**config.mk**
```make
export PLATFORM = sky130hd
export DESIGN_NAME = data_bus_output_seq
export DESIGN_NICKNAME = d
export VERILOG_FILES = /design/src/rtl/data_bus_output_seq.sv
export SDC_FILE = /design/constraint.sdc
export NUM_CORES = 1
export LEC_CHECK = 0
export CAP_MARGIN = 10
export CORE_MARGIN = 2
export CORE_UTILIZATION = 36
export CTS_BUF_LIST = sky130_fd_sc_hd__clkbuf_8
export DETAILED_ROUTE_END_ITERATION = 8
export MAX_ROUTING_LAYER = met4
export PLACE_DENSITY_LB_ADDON = 0.12
export SLEW_MARGIN = 10
export SYNTH_ARGS = -nofsm -noshare
export SYNTH_HDL_FRONTEND = slang
export SYNTH_SLANG_ARGS = --single-unit
```
**constraint.sdc**
```tcl
create_clock -name clk -period 2 [get_ports clk]
set_input_delay 0.4 -clock clk [delete_from_list [all_inputs] [get_ports clk]]
set_output_delay 0.4 -clock clk [all_outputs]
set_load 0.01 [all_outputs]
```
**src/rtl/data_bus_output_seq.sv**
```systemverilog
// Sequential data-bus output stage: snapshots one packed register source on a
// start request and emits it one bus-wide byte per accepted bus cycle,
// MS-first for stores or LS-first for stack pushes, with mem_ready wait states.
//
// state | meaning
// IDLE  | no transfer; outputs quiet, start with nonzero len is accepted
// SEND  | presenting byte byte_idx of the latched word until mem_ready
module data_bus_output_seq #(
   parameter int BUS_W     = 8,
   parameter int NUM_SRC   = 9,
   parameter int MAX_BYTES = 2,
   localparam int SEL_W    = (NUM_SRC > 1) ? $clog2(NUM_SRC) : 1,
   localparam int LEN_W    = $clog2(MAX_BYTES + 1),
   localparam int WORD_W   = MAX_BYTES * BUS_W
) (
   input  logic                      clk,
   input  logic                      rst,
   input  logic [NUM_SRC*WORD_W-1:0] src_flat,
   input  logic [SEL_W-1:0]          src_sel,
   input  logic [LEN_W-1:0]          len,
   input  logic                      order,
   input  logic                      start,
   input  logic                      mem_ready,
   output logic [BUS_W-1:0]          data_out,
   output logic                      data_valid,
   output logic [LEN_W-1:0]          byte_idx,
   output logic                      busy,
   output logic                      done
);

   typedef enum logic {IDLE = 1'b0, SEND = 1'b1} state_t;

   state_t             state_q, state_d;
   logic [WORD_W-1:0]  word_q, word_d;
   logic [LEN_W-1:0]   len_q, len_d;
   logic               order_q, order_d;
   logic [LEN_W-1:0]   idx_q, idx_d;
   logic               done_q, done_d;
   logic [BUS_W-1:0]   dout_q, dout_d;

   logic [WORD_W-1:0]  sel_word;
   logic [LEN_W-1:0]   eff_len;

   // Byte at transfer position pos; order picks which end of the word goes first.
   function automatic logic [BUS_W-1:0] pick_byte(input logic [WORD_W-1:0] w,
                                                  input logic [LEN_W-1:0]  n,
                                                  input logic              ord,
                                                  input logic [LEN_W-1:0]  pos);
      logic [LEN_W-1:0] j;
      logic [BUS_W-1:0] b_out;
      b_out = '0;
      j = ord ? pos : (n - pos - LEN_W'(1));
      for (int b = 0; b < MAX_BYTES; b++) begin
         if (j == LEN_W'(b)) b_out = w[b*BUS_W +: BUS_W];
      end
      return b_out;
   endfunction

   // Source mux; an out-of-range select yields an all-zero word.
   always_comb begin
      sel_word = '0;
      for (int k = 0; k < NUM_SRC; k++) begin
         if (src_sel == SEL_W'(k)) sel_word = src_flat[k*WORD_W +: WORD_W];
      end
      eff_len = (len > LEN_W'(MAX_BYTES)) ? LEN_W'(MAX_BYTES) : len;
   end

   // State and datapath registers.
   always_ff @(posedge clk or posedge rst) begin
      if (rst) begin
         state_q <= IDLE;
         word_q  <= '0;
         len_q   <= '0;
         order_q <= 1'b0;
         idx_q   <= '0;
         done_q  <= 1'b0;
         dout_q  <= '0;
      end else begin
         state_q <= state_d;
         word_q  <= word_d;
         len_q   <= len_d;
         order_q <= order_d;
         idx_q   <= idx_d;
         done_q  <= done_d;
         dout_q  <= dout_d;
      end
   end

   // Next-state logic: accept in IDLE, advance on mem_ready in SEND.
   always_comb begin
      state_d = state_q;
      word_d  = word_q;
      len_d   = len_q;
      order_d = order_q;
      idx_d   = idx_q;
      done_d  = 1'b0;
      dout_d  = dout_q;
      case (state_q)
         IDLE: begin
            idx_d  = '0;
            dout_d = '0;
            if (start && (len != '0)) begin
               state_d = SEND;
               word_d  = sel_word;
               len_d   = eff_len;
               order_d = order;
               dout_d  = pick_byte(sel_word, eff_len, order, '0);
            end
         end
         SEND: begin
            if (mem_ready) begin
               if (idx_q == (len_q - LEN_W'(1))) begin
                  state_d = IDLE;
                  done_d  = 1'b1;
                  idx_d   = '0;
                  dout_d  = '0;
               end else begin
                  idx_d  = idx_q + LEN_W'(1);
                  dout_d = pick_byte(word_q, len_q, order_q, idx_q + LEN_W'(1));
               end
            end
         end
         default: state_d = IDLE;
      endcase
   end

   // Outputs come straight from registers.
   always_comb begin
      data_out   = dout_q;
      data_valid = (state_q == SEND);
      busy       = (state_q == SEND);
      byte_idx   = idx_q;
      done       = done_q;
   end

endmodule

```
==> impl_results.md <==
* Status: finished clean
* Arrival @ worst endpoint at 2.20 ns
* Worst Reg-to-Reg Cells at 7
* Final Core Density at 67.40%
* RSZ-0062 raised after global routing: true
* Final WL at 12080 um
* Hold Path Class: in -> async
* Crit share post-route at 99.69%
* Setup CP Type: reg -> reg
* CTS Hold Bufs at 0
* IO buf count at 167
* Slack of the worst reg-to-reg path at 0.006 ns
* Setup Skew at 0.003626 ns
* Drt via density at 5.567
* GRT overflow at 0
* Die Area at 9138 sq um
* Max Cap Viol at 0
* Gate Count Post-Synth at 368
* Crit path capture: data_out[6]
* Design Power at 4.178 mW
* First drt pass iteration count at 4
* Detailed placement HPWL at 10130 um
* Num CTS Buffers at 5
* Worst-Margin Slew at 0.7933 ns
* Share of cells above drive strength 1 at 23.22%
* Yosys warns at 0
* RR Endpoint: data_out[6]
* Async SR Flop Fraction at 100.0%
* First-pass GRT wire length at 17970 um
* Seq/Total Area, Yosys at 25.68%
* Core area at 8175 sq um
* GPL Wtd Cong at 0.9005
* Post-layout minimum cycle time at 1.994 ns
* DR DRC count at 0
* Max clock buf depth at 2
* Row count at 33
* Max frequency at 0.5015 GHz
* Area Growth Syn to Fin at 82.44%
* Max FO, Critical Path at 8
* Post-synth top flop: dfrtp_1
* Vias in the first global route at 3715
* Starting DRT DRC Count at 156
* Initial core utilization at 36.95%
* Final hold violation count at 0
* Mean Syn Cell Area at 8.208 sq um
* DR WL/cell at 17.38 um
* EDFF count, synth at 0
* Die H at 95.60 um
* Setup crit start: len_q[0]
* Synth top area share at 25.68%
* Critical Path RT at 2.20 ns
* Fillers at 703
* Initial antenna violation count at 0
* Slew headroom at 47.00%
* Worst skew pair latency at 0.28 ns
* Antenna-violating nets left at 0
* Via count at 3869
* Syn_nets at 524
* Endpoint class of the critical path: flip-flop
* H-tree depth at 2
* Synthesized area at 3020 sq um
* Reg-to-reg startpoint: len_q[0]
* Root buf cell: clkbuf_8
* CTS Sinks at 31
* Slew Viols, Final at 0
* Io pins at 168
* Leakage at 2.259 nW
* Final net count at 745
* Chip Width at 95.60 um
* P per Cell Area at 758.2 nW/um^2
* Setup Viol. Count Final at 0
* Pin count of the biggest net entering global routing at 32
* Worst vdd ir at 0.4019 mV
* Clock transition at path regs at 0.07 ns
* CTS tree: done
* Top cells by area, synth: dfrtp_1, mux4_2, o21ai_0
* Global-route usage over all layers at 26.24%
* Startpoint types: flip-flop
* #FFs+latches synth at 31
* N_diodes at 0
* Count of cell types in the netlist at 56
* Area leader, netlist: dfrtp_1
* WHS at 0.4882 ns
## worst min path at each step
| stage | end | slack, ns | depth (start not counted) |
|---|---|---|---|
| finish | data_out[0] | 0.49 | 3 |
| global route | word_q[6] | 0.51 | 2 |
| CTS | word_q[4] | 0.49 | 2 |
| detailed placement | word_q[4] | 0.47 | 2 |
| global placement | word_q[4] | 0.46 | 2 |
| floorplan | word_q[6] | 0.45 | 2 |
## synthesized netlist by cell type, types with 7 or more instances
| cell | instances |
|---|---|
| o21ai_0 | 34 |
| nand2_1 | 33 |
| dfrtp_1 | 31 |
| nor2_1 | 31 |
| a21oi_1 | 19 |
| clkbuf_1 | 17 |
| mux2_2 | 15 |
| a221oi_1 | 12 |
| nor2b_1 | 12 |
| mux2i_1 | 10 |
| buf_2 | 9 |
| a21boi_0 | 8 |
| inv_1 | 8 |
| mux4_2 | 8 |
| nand2b_1 | 8 |
| a31oi_1 | 7 |
## registers in the layout (all words and copies together), names as in the netlist
register,count
word_q,16
order_q,1
busy,1
done,1
data_out,8
byte_idx,2
len_q,2
## per-layer routing
| metal | GRT usage (%) | share of wire, % | vias to the layer above |
|---|---|---|---|
| met5 | - | 0 | - |
| met4 | 5.833 | 2.2 | 0 |
| met3 | 2.925 | 6.1 | 27 |
| met2 | 46.10 | 51 | 177 |
| met1 | 32.33 | 41 | 1819 |
| li1 | - | - | 1846 |
## where the power goes
part,switching (mW),internal (mW),leakage (nW)
sequential,0.244,0.886,0.399
clock,0.236,0.238,0.0453
combinational,1.16,1.42,1.81
total,1.64,2.54,2.26
## cell usage in the layout (no fill, tap or decap), drive strengths merged, types with 7 or more instances in the layout
master and count:
buf 79, mux4 8, nand2b 8, mux2 15
inv 9, a21oi 19, a31oi 7, a221oi 12
mux2i 10, nor2b 12, nand2 33, a21boi 8
nor2 31, o21ai 35, clkdlybuf4s50 163, dfrtp 31
## per-stage QoR
step,cell area [sq um],setup TNS [ns],std cells,setup slack (ns)
3_3_place_gp,5291,-6.885,684,-0.4888
4_1_cts,5383,0,692,0.00001932
5_1_grt,5510,-0.5558,695,-0.08910
3_5_place_dp,5291,-7.285,684,-0.4738
6_report,5510,0,695,0.006151
2_1_floorplan,3037,0,368,0.001974
## cell type report
| type | count | area (sq um) | area share [%] |
|---|---|---|---|
| clock buffer | 5 | 68.82 | 1.249 |
| clock inverter | 3 | 16.27 | 0.2952 |
| inverter | 8 | 30.03 | 0.5450 |
| multi-input combinational | 299 | 2213 | 40.17 |
| sequential | 31 | 775.7 | 14.08 |
| tap | 105 | 131.4 | 2.384 |
| timing repair buffer | 244 | 2275 | 41.28 |
## critical path: stages (launching register included)
cell and delay [ns]:
dfrtp_1 0.41, ha_4 0.29, or4_4 0.48, a21oi_2 0.20, or3_4 0.19, a21o_1 0.12
o21ai_1 0.06, a31oi_1 0.16
## logic make-up (layout without fill, tap and decap cells)
family	after synthesis	after routing	synth area share [%]
and+or+nand+nor	123	123	20.92
adders and majority gates	1	1	0.4142
DFF	31	31	25.68
AOI/OAI and AO/OA	137	137	31.32
buffers and inverters	38	260	5.344
xor gates and xnor gates	5	5	1.450
muxes	33	33	14.87
## repair_timing
action	CTS	global route
resized for setup	6	36
pin swaps	0	13
setup buffers	0	3
endpoints found under the setup margin	13	8
(Power assumes the default switching activity.)
